## src/rtl/snn_fc_vote_sequencer.sv

```systemverilog
// snn_fc_vote_sequencer: runs the FC classifier engine once per spike time
// step, tallies the per-step argmax class and reports the majority class.
// Optional build macro SNN_SEQ_WATCHDOG_EN adds a WAIT-state watchdog that
// aborts the inference with error=1, result=8'hFF after TIMEOUT cycles.
module snn_fc_vote_sequencer #(
  parameter int unsigned NUM_STEPS   = 8,
  parameter int unsigned NUM_CLASSES = 10,
  parameter int unsigned STEP_STRIDE = 507,
  parameter int unsigned ADDR_W      = 12,
  parameter int unsigned TIMEOUT     = 8191
) (
  input  logic              clk,
  input  logic              reset,
  input  logic              start,
  input  logic [ADDR_W-1:0] vec_base,
  input  logic [ADDR_W-1:0] weight_base,
  output logic              busy,
  output logic              done,
  output logic [7:0]        result,
  output logic              error,
  output logic              fc_reset,
  output logic              fc_start,
  output logic [ADDR_W-1:0] fc_src1_start_address,
  output logic [ADDR_W-1:0] fc_src2_start_address,
  input  logic              fc_done,
  input  logic [7:0]        fc_result
);

  localparam int unsigned WCW = (TIMEOUT > 1) ? $clog2(TIMEOUT + 1) : 1;
  localparam logic [WCW-1:0] WaitMax = WCW'(TIMEOUT);
`ifdef SNN_SEQ_WATCHDOG_EN
  localparam logic [WCW-1:0] WaitLast = WCW'(TIMEOUT - 1);
`endif

  typedef enum logic [2:0] {
    S_IDLE, S_ENG_RST, S_ENG_START, S_WAIT, S_TALLY, S_DECIDE, S_FIN
  } state_t;

  state_t            state_q;
  logic              busy_q;
  logic              done_q;
  logic [7:0]        result_q;
  logic              fc_reset_q;
  logic              fc_start_q;
  logic [ADDR_W-1:0] src1_q;
  logic [ADDR_W-1:0] src2_q;
  logic [7:0]        step_q;
  logic [7:0]        cls_q;
  logic [WCW-1:0]    wait_cnt_q;
  logic [7:0]        votes_q [NUM_CLASSES];
  logic [7:0]        scan_idx_q;
  logic [7:0]        best_idx_q;
  logic [7:0]        best_cnt_q;
  logic [7:0]        scan_votes_c;
`ifdef SNN_SEQ_WATCHDOG_EN
  logic              error_q;
  assign error = error_q;
`else
  assign error = 1'b0;
`endif

  assign busy                  = busy_q;
  assign done                  = done_q;
  assign result                = result_q;
  assign fc_reset              = fc_reset_q;
  assign fc_start              = fc_start_q;
  assign fc_src1_start_address = src1_q;
  assign fc_src2_start_address = src2_q;

  // Vote count of the class currently under the DECIDE scan.
  always_comb begin
    scan_votes_c = '0;
    for (int i = 0; i < int'(NUM_CLASSES); i++) begin
      if (scan_idx_q == 8'(i)) scan_votes_c = votes_q[i];
    end
  end

  // Sequencer FSM with registered outputs; single-cycle strobes default low.
  always_ff @(posedge clk) begin
    if (reset) begin
      state_q    <= S_IDLE;
      busy_q     <= 1'b0;
      done_q     <= 1'b0;
      result_q   <= '0;
      fc_reset_q <= 1'b0;
      fc_start_q <= 1'b0;
      src1_q     <= '0;
      src2_q     <= '0;
      step_q     <= '0;
      cls_q      <= '0;
      wait_cnt_q <= '0;
      scan_idx_q <= '0;
      best_idx_q <= '0;
      best_cnt_q <= '0;
      for (int i = 0; i < int'(NUM_CLASSES); i++) votes_q[i] <= '0;
`ifdef SNN_SEQ_WATCHDOG_EN
      error_q    <= 1'b0;
`endif
    end else begin
      fc_reset_q <= 1'b0;
      fc_start_q <= 1'b0;
      done_q     <= 1'b0;
      case (state_q)
        S_IDLE: begin
          if (start) begin
            src1_q     <= vec_base;
            src2_q     <= weight_base;
            step_q     <= '0;
            result_q   <= '0;
            busy_q     <= 1'b1;
            fc_reset_q <= 1'b1;
            for (int i = 0; i < int'(NUM_CLASSES); i++) votes_q[i] <= '0;
`ifdef SNN_SEQ_WATCHDOG_EN
            error_q    <= 1'b0;
`endif
            state_q    <= S_ENG_RST;
          end
        end
        S_ENG_RST: begin
          fc_start_q <= 1'b1;
          wait_cnt_q <= '0;
          state_q    <= S_ENG_START;
        end
        S_ENG_START: state_q <= S_WAIT;
        S_WAIT: begin
          // The first WAIT cycle ignores fc_done so a stale level is never taken.
          if (wait_cnt_q != WaitMax) wait_cnt_q <= wait_cnt_q + WCW'(1);
          if ((wait_cnt_q != '0) && fc_done) begin
            cls_q   <= fc_result;
            state_q <= S_TALLY;
          end
`ifdef SNN_SEQ_WATCHDOG_EN
          else if (wait_cnt_q == WaitLast) begin
            error_q    <= 1'b1;
            result_q   <= 8'hFF;
            fc_reset_q <= 1'b1;
            busy_q     <= 1'b0;
            done_q     <= 1'b1;
            state_q    <= S_FIN;
          end
`endif
        end
        S_TALLY: begin
          for (int i = 0; i < int'(NUM_CLASSES); i++) begin
            if ((cls_q == 8'(i)) && (votes_q[i] != 8'hFF)) votes_q[i] <= votes_q[i] + 8'd1;
          end
          step_q <= step_q + 8'd1;
          src1_q <= src1_q + ADDR_W'(STEP_STRIDE);
          if (step_q == 8'(NUM_STEPS - 1)) begin
            scan_idx_q <= '0;
            best_idx_q <= '0;
            best_cnt_q <= '0;
            state_q    <= S_DECIDE;
          end else begin
            fc_reset_q <= 1'b1;
            state_q    <= S_ENG_RST;
          end
        end
        S_DECIDE: begin
          // Strictly-greater compare keeps the lowest index on ties.
          if (scan_votes_c > best_cnt_q) begin
            best_cnt_q <= scan_votes_c;
            best_idx_q <= scan_idx_q;
          end
          scan_idx_q <= scan_idx_q + 8'd1;
          if (scan_idx_q == 8'(NUM_CLASSES - 1)) begin
            result_q <= (scan_votes_c > best_cnt_q) ? scan_idx_q : best_idx_q;
            busy_q   <= 1'b0;
            done_q   <= 1'b1;
            state_q  <= S_FIN;
          end
        end
        S_FIN:   state_q <= S_IDLE;
        default: state_q <= S_IDLE;
      endcase
    end
  end

endmodule

```

## config.mk

```make
export PLATFORM = sky130hd
export DESIGN_NAME = snn_fc_vote_sequencer
export DESIGN_NICKNAME = d
export VERILOG_FILES = /design/src/rtl/snn_fc_vote_sequencer.sv
export SDC_FILE = /design/constraint.sdc
export NUM_CORES = 1
export LEC_CHECK = 0
export BUFFER_PORTS_ARGS = -buffer_cell sky130_fd_sc_hd__buf_2
export CELL_PAD_IN_SITES_DETAIL_PLACEMENT = 1
export CELL_PAD_IN_SITES_GLOBAL_PLACEMENT = 1
export CORE_ASPECT_RATIO = 0.9
export CORE_MARGIN = 4
export CORE_UTILIZATION = 47
export CTS_CLUSTER_DIAMETER = 200
export DETAILED_ROUTE_END_ITERATION = 12
export PLACE_DENSITY_LB_ADDON = 0.1
export SYNTH_ARGS = -nofsm -noshare
export SYNTH_HDL_FRONTEND = slang
export SYNTH_SLANG_ARGS = --single-unit
```

## constraint.sdc

```tcl
create_clock -name clk -period 4.4 [get_ports clk]
set_input_delay 0.66 -clock clk [delete_from_list [all_inputs] [get_ports clk]]
set_output_delay 0.66 -clock clk [all_outputs]
set_load 0.01 [all_outputs]
```

After elaboration in Yosys (flattened, before gate mapping). Memory sizes are Yosys's and may differ from the RTL's. Index checks and enable logic that the tools add are counted.

Input bits: 36. Output and inout bits: 37. Bits in writable memories: 80. Word-level logic and storage cells: 222. Register bits: 92. Memories: 1.

Memories: votes_q (depth 10, bits a word 8, rd ports 10, clocked after Yosys merged registers in 0, write ports 10, RTL line 50) `logic [7:0] votes_q [NUM_CLASSES];`.

Reduce and logical (&&, ||, !) cells: 28. Eq/ne operators: 41. Bitwise logic cells: 21. $lt $le $gt $ge: 1. Mux-type cells: 102. $add $sub $neg: 14.

Operator list (number): 2-to-1 mux 8 bit (35); adder 8 x 1 -> 8 bit, second input constant (12); inequality test 8 bit, second input constant (10); one-hot mux 8 bit (2 select lines) (5); equality test 8 x 3 -> 1 bit, second input constant (9); 2-to-1 mux 1 bit (51); equality test 8 x 2 -> 1 bit, second input constant (4); equality test 8 x 4 -> 1 bit, second input constant (4); one-hot mux 13 bit (2 select lines) (1); one-hot mux 12 bit (2 select lines) (1); OR 1 bit (20); one-hot mux 3 bit (6 select lines) (1); equality test 8 x 1 -> 1 bit, second input constant (2); zero test 8 bit (2); adder 13 x 1 -> 13 bit, second input constant (1); 2-to-1 mux 13 bit (1); inequality test 13 bit, second input constant (1); nonzero test 13 bit (1); adder 12 x 9 -> 12 bit, second input constant (1); 2-to-1 mux 12 bit (1); 2-to-1 mux 3 bit (4); inequality test 2 bit, second input constant (6); logical AND 1 bit (11); AND reduction 2 bit (5); 10 further kinds (18).

Logic depth before layout (Yosys ltp).
Word-level depth: 15. Gate-level depth with buffers: 17. Depth with buffers taken out: 14.

Worst setup path after synthesis. OpenSTA, ideal clock, no wires.

Path type: reg-to-reg. Start point: reg scan_idx_q[0]. End point: reg best_cnt_q[7]. Stages on the path, launching flop included: 17. Buffers on the path: 2. Setup slack: 0.980 ns. Clock period less this slack: 3.420 ns. Arrival time: 3.327 ns. Setup time: 0.092 ns. Required time: 4.308 ns. Cells stage by stage: dfxtp_1 inv_1 ha_1 clkbuf_1 nor2_1 o211ai_1 a31oi_1 a21oi_1 a221o_1 ha_1 nor2b_1 o21ai_0 a31oi_1 o22ai_1 clkbuf_1 nor2_1 o32ai_1.

Longest elaborated chain between the ends: 14. Elaborated cells on any way between the ends: 25. Classes of those cells: order compare (1); eq/ne (10); mux (12); reduce/logical (2).

Ends and longest elaborated chain: start: declaration (RTL line 51) `logic [7:0] scan_idx_q;`; start signal: assignment (RTL line 165) `scan_idx_q <= scan_idx_q + 8'd1;`; zero test 8 bit (RTL line 74) `if (scan_idx_q == 8'(i)) scan_votes_c = votes_q[i];`; 2-to-1 mux 8 bit (9 in a row) (RTL line 74); 2-to-1 mux 8 bit (*) (RTL line 74); greater-than comparator 8 bit (RTL line 161) `if (scan_votes_c > best_cnt_q) begin`; inequality test 2 bit (no line); AND reduction 3 bit (no line); end signal: assignment (RTL line 162) `best_cnt_q <= scan_votes_c;`; end: declaration (RTL line 53) `logic [7:0] best_cnt_q;`.

Every way passes the cells marked *; elsewhere a longest branch is shown, timed or not. The select of a mux whose other input is x is not followed. A chain may end at the register's enable or synchronous reset.

Worst setup path in the final report.
Start point: reg scan_idx_q[1]. End point: reg result_q[2] (netlist: result[2]).

Longest elaborated chain between the ends: 15. Elaborated cells on any way between the ends: 26. Classes of those cells: order compare (1); eq/ne (10); mux (13); reduce/logical (2).

Ends and longest elaborated chain: zero test 8 bit (RTL line 74); 2-to-1 mux 8 bit (10 in a row) (RTL line 74); greater-than comparator 8 bit (RTL line 167) `result_q <= (scan_votes_c > best_cnt_q) ? scan_idx_q : best_idx_q;`; 2-to-1 mux 8 bit; 2-to-1 mux 8 bit (RTL line 166) `if (scan_idx_q == 8'(NUM_CLASSES - 1)) begin`; one-hot mux 8 bit (2 select lines) (RTL line 103) `case (state_q)`; end signal: assignment (RTL line 167); end: declaration (RTL line 42) `logic [7:0] result_q;`.

Parallel ways exist; a longest one is shown, timed or not. The select of a mux whose other input is x is not followed.

==> summary.md <==
| Metric | Value |
|---|---|
| Worst Min Path Start | `fc_src2_start_address[4]` |
| Async SR Flop Fraction | `0%` |
| Final count of hold timing violations | `0` |
| Net count of the finished layout | `1146` |
| Sw power | `0.001161 W` |
| Unrepaired setup endpoints after global routing | `no` |
| Required time of the critical path | `4.71 ns` |
| Sequential share of power | `48.4%` |
| Clk network pwr share | `38.4%` |
| Maximum buffer depth of the clock tree | `2` |
| Crit Path Category | `flip-flop to flip-flop` |
| Leading cell type by number of instances after synthesis | `nor2_1` |
| Post-synth EDFFs | `80` |
| Overflow after GRT | `0` |
| I/O pin total | `73` |
| Clock tree from TritonCTS | `built` |
| Met1 usage in global routing | `35.83%` |
| Critical path cell sequence | `ha_1, nor2_1, o211ai_1, a31oi_1, a21oi_1, a221o_1, ha_1, nor2b_1, o21ai_0, a31oi_1, o22ai_1, buf_4, mux2i_1, o2bb2ai_1` |
| Largest net degree at the start of global routing | `67` |
| Later-pin clock latency in the skew report | `0.44 ns` |
| Main flop type after synthesis | `dfxtp_1` |
| Max-cap violations | `0` |
| Worst hold path type | `flip-flop to flip-flop` |
| Worst path slowest cell | `ha_1` |
| Num rows | `48` |
| Global-route layer with the greatest usage | `met2` |
| Count of inserted antenna diode cells | `0` |
| Area of the mapped netlist | `9193 um2` |
| Reg-to-reg endpoint | `result[2]` |
| Die W | `155.4 um` |
| Switching Fraction | `28.99%` |
| Minimum period implied by the final worst setup slack | `3.980 ns` |
| Clock Tree Root | `clkbuf_16` |
| Max incr delay on CP | `0.80 ns` |
| CTS clock-pin slew for the worst setup and hold paths | `0.07 ns` |
| Layout fillers | `2294` |
| Hold WS | `0.4542 ns` |
| Routability congestion estimate from global placement | `0.8790` |
| Port-buffer cells | `71` |
| Number of buffers inserted during clock tree synthesis | `17` |
| Transition at the pin with the smallest max-transition slack | `0.9837 ns` |
| Number of vias after detailed routing | `7784` |
| Maximum fanout encountered on the critical timing path | `24` |
| Fraction of met2 tracks used by global routing | `37.02%` |
| Wire length of the first global-routing pass | `42740 um` |
| Register-to-register path setup slack | `0.42 ns` |
| Area growth, synth to finish | `13.00%` |
| Depth of the worst register-to-register path | `14` |
| Antenna-violating nets left | `0` |
| Final Core Density | `54.05%` |
| Floorplan Core Area | `19220 um2` |
| Gate Count Post-Synth | `1024` |
| Synth area leader | `edfxtp_1` |
| Worst slew slack as a fraction of its limit | `34.42%` |
| Avg WL per Cell | `19.24 um` |
| Setup total negative slack | `0 ns` |
| Crit start category | `flip-flop` |
| Drt first pass iters | `5` |
| Internal Power | `0.002843 W` |
| Design Area, Final | `10390 um2` |
| CTS H-tree lvls | `4` |
| Count of routing violations after the opening detailed-route iteration | `513` |
| Floorplan die height | `140.7 um` |
| Fmax | `251.2 MHz` |
| Worst min-delay path endpoint | `fc_src2_start_address[4]` |
| Cell area power density | `385.5 nW/um2` |
| Register bit count reported by yosys | `172` |
| Met3 Use GR | `5.371%` |
| Count of unique library cells instantiated by Yosys | `68` |
| Via count of the first global-routing pass | `7842` |
| Run status | `complete, no violations` |
| Total track usage | `24.27%` |
| Leading post-synthesis cells by instance count | `nor2_1, nand2_1, dfxtp_1, edfxtp_1, nand3_1` |
| Via-to-Cell Ratio | `5.779` |
| Setup crit end kind | `flip-flop` |
| Final WL | `25910 um` |
| Max-slew violation total from the final report | `0` |
| Initial antenna violation count | `0` |
| Final number of setup-violating endpoints | `0` |
| Count of yosys warnings during synthesis | `0` |
| Remaining design rule violation count | `0` |
| Peak ir drop on the vdd network | `0.0002839 V` |
| Post-DP HPWL | `18300 um` |
| Area after DPL | `9782 um2` |
| Post-CTS setup buffer count | `0` |
| Reg2reg start | `scan_idx_q[1]` |
| Part of the total power dissipated in combinational logic | `13.2%` |
| Area used by sequential logic in the layout | `4244 um2` |
| Sinks on Clock Net | `172` |
| Mean instance size in the synthesized netlist | `8.977 um2` |
| Initial standard-cell utilization of the core | `47.83%` |
| Top area cells in the synthesized netlist | `edfxtp_1, dfxtp_1, nor2_1, nand2_1, xor2_1` |
| Sequential-to-total area share from yosys stat | `46.17%` |
| Area enclosed by the die boundary | `21860 um2` |
| Layout cells sized above 1 | `13.04%` |
| Data arrival at the endpoint of the critical path | `4.29 ns` |
| Min-Delay Path Depth | `2` |
| Share of the cycle needed by the critical path after routing | `90.46%` |
| Total area of multi-input combinational cells | `4626 um2` |
| Synth Net Count | `1086` |
| Portion of synthesized cell area occupied by the leading cell type | `26.13%` |
| Clock skew after layout | `0.01053 ns` |
| Reported leakage power | `3.912 nW` |
kinds of logic (layout without fill, tap and decap cells):
| logic type | count (synthesis) | in the layout | synth area share, % |
|---|---|---|---|
| other | 1 | 1 | 0.04079 |
| xor gates and xnor gates | 70 | 70 | 6.669 |
| buffers and inverters | 83 | 156 | 3.648 |
| adders and majority gates | 26 | 26 | 3.539 |
| muxes | 18 | 18 | 1.987 |
| DFF | 172 | 172 | 46.17 |
| AOI/OAI and AO/OA | 204 | 204 | 14.70 |
| and+or+nand+nor | 450 | 450 | 23.25 |
repair_timing:
| item | CTS | global route |
|---|---|---|
| endpoints found under the setup margin | 0 | 14 |
| hold buffers | 0 | 0 |
| resized for setup | 0 | 2 |
power by group through the flow:
stage | combinational, W | clock [W] | sequential (W)
CTS | 0.000533 | 0.00157 | 0.00193
global placement | 0.000513 | 0 | 0.00196
floorplan | 0.000371 | 0 | 0.00192
finish | 0.000530 | 0.00154 | 0.00194
detailed placement | 0.000526 | 0 | 0.00197
global route | 0.000600 | 0.00164 | 0.00195
flip-flops by register name (all words and copies together) (netlist names), 3 cells and up:
name / count
state_q: 3
fc_src1_start_address: 12
cls_q: 8
wait_cnt_q: 13
result: 8
best_idx_q: 8
fc_src2_start_address: 12
votes_q: 80
step_q: 8
best_cnt_q: 8
scan_idx_q: 8
routing by layer:
metal	vias up	share of wire, %	wire length [um]
met1	3843	48	12510
met3	22	5.5	1431
met2	158	45	11720
met5	-	0	0
li1	3761	-	-
met4	0	0.96	250
placed cells by master, fill, tap and decap left out, types with 16 or more instances in the layout:
cell type,netlist,final
nor2_1,166,166
nor2b_1,16,16
o21ai_0,39,39
dfxtp_1,92,92
a22o_1,17,17
nand3_1,64,64
edfxtp_1,80,80
nand2_1,108,108
ha_1,26,26
xnor2_1,24,24
and3_1,22,22
xor2_1,46,46
buf_2,4,71
inv_1,39,39
mux2i_1,16,16
clkbuf_16,0,19
a21oi_1,60,60
worst max-delay path: cells and delay by family, from the launching register on:
| kind | cells | cell delay, ns |
|---|---|---|
| muxes | 1 | 0.23 |
| AOI/OAI and AO/OA | 8 | 1.38 |
| buffers and inverters | 1 | 0.29 |
| and+or+nand+nor | 2 | 0.41 |
| DFF | 1 | 0.48 |
| adders and majority gates | 2 | 1.06 |
through the flow:
step | setup slack (ns) | power [W] | std cells
2_1_floorplan | 0.9803 | 0.002288 | 1024
3_3_place_gp | 0.5595 | 0.002476 | 1315
3_5_place_dp | 0.2781 | 0.002491 | 1315
4_1_cts | 0.3134 | 0.004034 | 1347
5_1_grt | 0.03232 | 0.004194 | 1347
6_report | 0.4196 | 0.004004 | 1347
worst max-delay path by stage:
stage	start	endpoint	slack (ns)	depth (start not counted)
floorplan	scan_idx_q[0]	best_cnt_q[7]	0.98	16
global placement	scan_idx_q[0]	best_cnt_q[1]	0.56	12
detailed placement	scan_idx_q[0]	best_idx_q[0]	0.28	13
CTS	scan_idx_q[0]	best_idx_q[7]	0.31	13
global route	scan_idx_q[1]	result[2]	0.03	15
finish	scan_idx_q[1]	result[2]	0.42	14
cell type report:
class                           count  share of cell area (%)
Tap cell                          250                   3.011
Inverter                           39                   1.409
Sequential cell                   172                   40.86
Clock buffer                       20                   4.710
Clock inverter                     12                   1.048
Timing Repair Buffer               85                   4.433
Multi-Input combinational cell    769                   44.53
Power figures use the tool's default switching activity.
